$ cat src/rtl/alu_seq_ctrl.sv
`default_nettype none
// ============================================================================
//  Module      : alu_seq_ctrl
//  Description : Pushbutton-driven sequencer around a 16-entry instruction
//                FIFO feeding an ALU. In load mode (toggle=0) each button
//                press enqueues one entry. In execute mode (toggle=1) the
//                sequencer dequeues one opcode and strobes the ALU result
//                registers, walking IDLE -> RD -> WAIT -> EXEC.
//  Option      : ALU_SEQ_AUTORUN_EN -- when defined, execute mode drains the
//                queue without presses, one op every four cycles.
//  Revision    : 1.0 - initial release
// ============================================================================
module alu_seq_ctrl (
  input  logic       clk,
  input  logic       rst,
  input  logic       push,
  input  logic       toggle,
  input  logic [2:0] opcode,
  output logic [3:0] wradder,
  output logic [3:0] radder,
  output logic       wen,
  output logic       ld_stb,
  output logic [4:0] count,
  output logic       full,
  output logic       empty,
  output logic       busy,
  output logic [1:0] err
);

  localparam logic [4:0] DEPTH = 5'd16;

  typedef enum logic [1:0] {
    S_IDLE = 2'd0,
    S_RD   = 2'd1,
    S_WAIT = 2'd2,
    S_EXEC = 2'd3
  } state_t;

  state_t     state;
  state_t     state_nx;
  logic       push_q;
  logic       push_edge;
  logic       start_cond;
  logic [3:0] wptr;
  logic [3:0] rptr;
  logic [2:0] op_q;
  logic       op_legal;
  logic       wen_q;
  logic       do_write;
  logic       do_drop;
  logic       do_deq;

  assign push_edge = push & ~push_q;

`ifdef ALU_SEQ_AUTORUN_EN
  // Execute mode keeps draining the queue on its own.
  assign start_cond = 1'b1;
`else
  // Each dequeue needs its own button press.
  assign start_cond = push_edge;
`endif

  // Opcodes 010 and 011 are reserved; everything else loads the ALU result.
  assign op_legal = (op_q[2:1] != 2'b01);

  // Presses only count in IDLE; in EXEC-mode sequences they are ignored.
  assign do_write = (state == S_IDLE) & ~toggle & push_edge & ~full;
  assign do_drop  = (state == S_IDLE) & ~toggle & push_edge & full;
  assign do_deq   = (state == S_EXEC);

  assign wradder = wptr;
  assign radder  = rptr;
  assign wen     = wen_q;
  assign full    = (count == DEPTH);
  assign empty   = (count == 5'd0);
  assign busy    = (state != S_IDLE);

  // State register; reset aborts any sequence in flight.
  always_ff @(posedge clk or posedge rst) begin
    if (rst) begin
      state <= S_IDLE;
    end else begin
      state <= state_nx;
    end
  end

  // Next-state logic and the EXEC-cycle load strobe.
  always_comb begin
    state_nx = state;
    ld_stb   = 1'b0;
    case (state)
      S_IDLE: begin
        if (toggle && !empty && start_cond) begin
          state_nx = S_RD;
        end
      end
      S_RD:   state_nx = S_WAIT;
      S_WAIT: state_nx = S_EXEC;
      S_EXEC: begin
        ld_stb   = op_legal;
        state_nx = S_IDLE;
      end
      default: state_nx = S_IDLE;
    endcase
  end

  // Edge detector, write pulse, opcode capture and sticky error flags.
  always_ff @(posedge clk or posedge rst) begin
    if (rst) begin
      push_q <= 1'b0;
      wen_q  <= 1'b0;
      op_q   <= 3'b000;
      err    <= 2'b00;
    end else begin
      push_q <= push;
      wen_q  <= do_write;
      if (state == S_WAIT) begin
        op_q <= opcode;
      end
      if (do_drop) begin
        err[0] <= 1'b1;
      end
      if (do_deq && !op_legal) begin
        err[1] <= 1'b1;
      end
    end
  end

  // Pointers advance after their access completes; both wrap at 16.
  always_ff @(posedge clk or posedge rst) begin
    if (rst) begin
      wptr <= 4'd0;
      rptr <= 4'd0;
    end else begin
      if (wen_q) begin
        wptr <= wptr + 4'd1;
      end
      if (do_deq) begin
        rptr <= rptr + 4'd1;
      end
    end
  end

  // Occupancy counter, clamped at 0 and 16.
  always_ff @(posedge clk or posedge rst) begin
    if (rst) begin
      count <= 5'd0;
    end else begin
      case ({wen_q, do_deq})
        2'b10: if (count != DEPTH) count <= count + 5'd1;
        2'b01: if (count != 5'd0)  count <= count - 5'd1;
        default: count <= count;
      endcase
    end
  end

endmodule
`default_nettype wire

$ cat config.mk
export PLATFORM = sky130hd
export DESIGN_NAME = alu_seq_ctrl
export DESIGN_NICKNAME = d
export VERILOG_FILES = /design/src/rtl/alu_seq_ctrl.sv
export SDC_FILE = /design/constraint.sdc
export NUM_CORES = 1
export LEC_CHECK = 0
export CAP_MARGIN = 10
export CORE_UTILIZATION = 47
export DETAILED_ROUTE_END_ITERATION = 6
export PLACE_DENSITY_LB_ADDON = 0.15
export SYNTH_ARGS = -nofsm -noshare
export SYNTH_HDL_FRONTEND = slang
export SYNTH_SLANG_ARGS = --single-unit
$ cat constraint.sdc
create_clock -name clk -period 2.4 [get_ports clk]
set_input_delay 0.48 -clock clk [delete_from_list [all_inputs] [get_ports clk]]
set_output_delay 0.48 -clock clk [all_outputs]
set_load 0.005 [all_outputs]
After elaboration in Yosys (flattened, before gate mapping):

Index checks and enable logic that the tools add are counted.

* add/subtract/negate cells: 4
* equality and inequality tests: 11
* muxes and demuxes: 6
* bitwise logic cells: 8
* reduce and logical (&&, ||, !) cells: 11

Operators by type and width (number)
* $mux 5: 2
* $pmux 5 s2: 1
* $add 4x1->4 const B: 2
* $pmux 2 s4: 1
* $eq 2x2->1 const B: 3
* $add 5x1->5 const B: 1
* $and 1x1->1: 5
* $eq 5x5->1 const B: 1
* $logic_not 5->1: 1
* $ne 5x5->1 const B: 1
* $reduce_bool 5->1: 1
* $sub 5x1->5 const B: 1
* $eq 2x1->1 const B: 2
* $ne 2x1->1 const B: 2
* $ne 2x2->1 const B: 2
* $reduce_bool 2->1: 2
* $logic_and 1x1->1: 3
* $not 1->1: 3
* $reduce_and 3->1: 1
* $logic_not 1->1: 2
* $logic_not 2->1: 1
* $mux 2: 1
* $mux 1: 1

* bits in registers: 22
* output and inout bits: 20

Logic depth before layout (Yosys ltp):

* depth after elaboration: 6
* depth in mapped cells: 9
* mapped depth without buffers: 8

Worst setup path after synthesis:

No wires, ideal clock.

* kind: register -> register
* start: register state[1]
* end: register count[4]
* arrival: 1756 ps
* required time: 2274 ps
* slack: 518 ps
* stages on the path, launching flop included: 10
* buffers on the path: 1
* clock period less this slack: 1882 ps
* cell sequence: dfrtp_1 ha_1 buf_2 nand2b_1 xnor2_1 ha_1 o31a_2 nor3_1 o22ai_1 xnor2_1

* cells in the longest elaborated chain, start to end: 4
* elaborated cells on any way between the ends: 8

Ends and longest elaborated chain
* start: declaration: line 39 `state_t state;`
* start signal: assignment: line 83 `state <= state_nx;`
* $eq 2x2->1 (*): line 69 `assign do_deq = (state == S_EXEC);`
* $eq 2x1->1 / $eq 2x2->1 (equally long branches): line 149 `case ({wen_q, do_deq})`
* $ne 2x2->1 (no source line) / $reduce_bool 2->1 (equally long branches)
* $reduce_and 3->1 (no source line)
* end signal: assignment: line 150 `2'b10: if (count != DEPTH) count <= count + 5'd1;`
* end signal: assignment: line 151 `2'b01: if (count != 5'd0) count <= count - 5'd1;`
* end signal: assignment: line 152 `default: count <= count;`
* end: declaration: line 23 `output logic [4:0] count,`

Mark *: on every way between the ends. The rest lies on a longest branch, timed or not.
A chain may end at the register's enable or synchronous reset.

Final worst setup path:

* start: register count[1]
* end: output port empty

* cells in the longest elaborated chain, start to end: 1

Ends and longest elaborated chain
* $logic_not 5->1: line 75 `assign empty = (count == 5'd0);`
* end: declaration: line 25 `output logic empty,`

No other way between the ends.

==> out/qor.csv <==
stage;metric;value;unit
timing;total count of max-transition violations in the final report;0;
detailed_routing;DRC violation count after routing;0;
timing;minimum period implied by the final worst setup slack;2270;ps
placement;count of input and output buffers;25;
timing;setup repair after global routing missed its margin;false;
detailed_routing;Wirelength per Cell;13.0;um
logic_synthesis;dominant cells by area after synthesis;sky130_fd_sc_hd__dfrtp_1, sky130_fd_sc_hd__ha_1, sky130_fd_sc_hd__xnor2_1;
clocking;clock tree from TritonCTS;built;
placement;pre-CTS setup slack;230;ps
placement;placed cells;144;
worst_setup_path;reg2reg setup slack;290;ps
global_route;first-pass GRT wire length;3460;um
global_route;maximum number of pins on one net before global-route repair;22;
worst_setup_path;endpoint kind of the worst setup timing path;output pin;
logic_synthesis;proportion of synthesized chip area in sequential cells;49.5;%
worst_setup_path;biggest fanout along the worst timing path;5;
floorplan;Vert. Die Dim;49.5;um
floorplan;core footprint;0.00204;sq mm
final_layout;final std cells w/o fill;153;
final_layout;utilization after layout;69.4;%
logic_synthesis;area leader, netlist;sky130_fd_sc_hd__dfrtp_1;
final_layout;Filler Cells Inserted;166;
power_and_ir_drop;IR Drop Worst-Case VDD;0.856;mV
final_layout;most frequent standard cell in the layout excluding fill and tap cells;sky130_fd_sc_hd__clkdlybuf4s50_1;
final_layout;Diodes inserted;0;
worst_setup_path;crit start category;register;
logic_synthesis;proportion of netlist area held by the largest area contributor;49.5;%
logic_synthesis;synthesized instance count;92;
worst_setup_path;type of the worst setup path;register to output pin;
detailed_routing;number of DRC markers in iteration 0;13;
timing;final-layout setup total negative slack;0;ps
logic_synthesis;yosys synthesis warning count;0;
detailed_routing;Routed Antenna Nets;0;
final_layout;layout-stage area growth over the synthesis result;33.5;%
timing;share of the clock period used by the worst path after layout;94.7;%
logic_synthesis;Distinct cells, synth;32;
timing;post-route setup slack;126;ps
worst_setup_path;required time at the endpoint of the critical path;1920;ps
clocking;maximum level of the CTS H-tree;1;
clocking;number of buffers on the longest clock path;2;
logic_synthesis;Avg Cell Area, Syn;11.5;sq um
floorplan;initial cell density of the core;52.0;%
floorplan;site row count;16;
global_route;overall global routing resource usage;18.7;%
timing;worst rel slew slack;83.0;%
worst_setup_path;Arrival @ worst endpoint;1790;ps
timing;highest attainable clock frequency;440;MHz
clocking;clock-pin transition on the worst setup and hold timing paths;110;ps
timing;count of final setup violators;0;
clocking;post-cts hold buffer count;0;
power_and_ir_drop;total power divided by cell area;1330;mW/mm^2
global_route;vias in the first global route;780;
clocking;cell at the root of the clock tree;sky130_fd_sc_hd__clkbuf_4;
logic_synthesis;net count after synthesis;107;
logic_synthesis;netlist area before placement;0.00106;sq mm
global_route;total overflow reported by the global router;0;
status;outcome;complete, no violations;
floorplan;Die Outline Area;0.00245;sq mm
floorplan;num ports;27;
timing;transition time at the pin with the least slew margin;253;ps
final_layout;final net count;142;
detailed_routing;average vias per placed instance;5.16;
detailed_routing;vias post-DR;790;
power_and_ir_drop;reported leakage power;0.000629;uW
clocking;clock latency on the worst-skew pair;300;ps
floorplan;die extent in x;49.5;um
placement;HPWL after detailed placement;1460;um
final_layout;most frequent cells in the layout;sky130_fd_sc_hd__clkdlybuf4s50_1, sky130_fd_sc_hd__dfrtp_1, sky130_fd_sc_hd__inv_1;
run;# Max-Cap Violations;0;
power_and_ir_drop;Final Power;1890;uW
logic_synthesis;Yosys reg bits;21;
placement;Final Wtd Congestion;0.780;
global_route;antenna violations before repair;0;
detailed_routing;number of iterations in the first detailed-routing pass;4;
detailed_routing;routed wire length;1980;um
clocking;number of clock sinks seen by CTS;21;
hold_path;worst min-delay path category;register to register;
final_layout;share of cells above drive strength 1;19.8;%
clocking;Inserted Clock Buffers;3;
timing;skew final;4.03;ps
timing;final hold vios;0;
-- cells by family (layout without fill, tap and decap cells) --
family / Yosys count / count (layout) / synth area share (%)
xor+xnor: 10 / 10 / 8.25
compound gates: 15 / 15 / 9.42
flops: 21 / 21 / 49.5
simple gates: 22 / 22 / 12.5
buf+inv: 9 / 43 / 3.30
fa+ha+maj: 8 / 8 / 9.42
mux: 7 / 7 / 7.66
-- what timing repair did --
item / 4_1_cts / 5_1_grt
cloned: 0 / 0
setup endpoints to repair: 2 / 3
pin swaps: 1 / 1
buffers inserted: 1 / 4
gates resized for setup: 0 / 3
-- final cells by class --
class	instances	area, sq um	share of cell area [%]
Timing Repair Buffer	31	295	20.8
Multi-Input combinational cell	62	504	35.6
Tap cell	27	33.8	2.38
Sequential cell	21	528	37.2
Inverter	8	30.0	2.12
Clock buffer	4	26.3	1.85
-- per-layer routing --
| layer | vias up | part of all wire, % | wire (um) | track usage [%] |
|---|---|---|---|---|
| met5 | - | 0 | 0 | 0 |
| met4 | 0 | 0.66 | 13 | 8.10 |
| met3 | 2 | 3.7 | 73 | 3.40 |
| met2 | 18 | 51 | 1010 | 31.3 |
| met1 | 387 | 45 | 889 | 23.4 |
| li1 | 383 | - | - | - |
-- worst max-delay path: stages, from the launching register on --
cell,delay [ps]
sky130_fd_sc_hd__dfrtp_2,460
sky130_fd_sc_hd__nor4_4,330
sky130_fd_sc_hd__and2_2,210
sky130_fd_sc_hd__clkdlybuf4s50_1,500
-- cell usage after synthesis, drive strengths merged --
| cell type | n |
|---|---|
| a21boi | 1 |
| a21oi | 4 |
| a31o | 1 |
| a31oi | 2 |
| and2 | 1 |
| buf | 1 |
| dfrtp | 21 |
| ha | 8 |
| inv | 8 |
| mux2 | 6 |
| mux2i | 1 |
| nand2 | 5 |
| nand2b | 2 |
| nand3b | 1 |
| nand4 | 2 |
| nor2 | 4 |
| nor2b | 1 |
| nor3 | 2 |
| nor4 | 1 |
| o21ai | 4 |
| o21bai | 1 |
| o22ai | 1 |
| o31a | 1 |
| or2 | 2 |
| or3 | 1 |
| xnor2 | 7 |
| xor2 | 3 |
-- power by group --
part	switching [uW]	total [uW]	leakage, uW	internal, uW
clock	103	168	0.0000150	64.7
combinational	414	1030	0.000362	613
sequential	181	697	0.000251	516
total	697	1890	0.000629	1190
-- registers in the layout, summed over array words and instances (netlist names) --
register / flops
wradder: 4
err: 2
op_q: 2
state: 2
count: 5
radder: 4
wen: 1
push_q: 1
-- final timing paths --
kind | startpoint | to | cells after the start
max in group asynchronous | rst | count[1] | 3
hold / removal | radder[3] | radder[3] | 1
setup / recovery | count[1] | empty | 3
min in group asynchronous | rst | count[4] | 3
setup reg to reg | state[1] | count[4] | 8
hold reg to reg | radder[3] | radder[3] | 1
-- metrics by stage --
| stage | cell area [sq um] | hold WS, ps |
|---|---|---|
| after CTS | 1380 | 487 |
| final | 1420 | 477 |
| after global routing | 1420 | 499 |
| after global placement | 1350 | 453 |
| after floorplan | 1060 | 457 |
| after detailed placement | 1350 | 470 |
(Power assumes the default switching activity.)
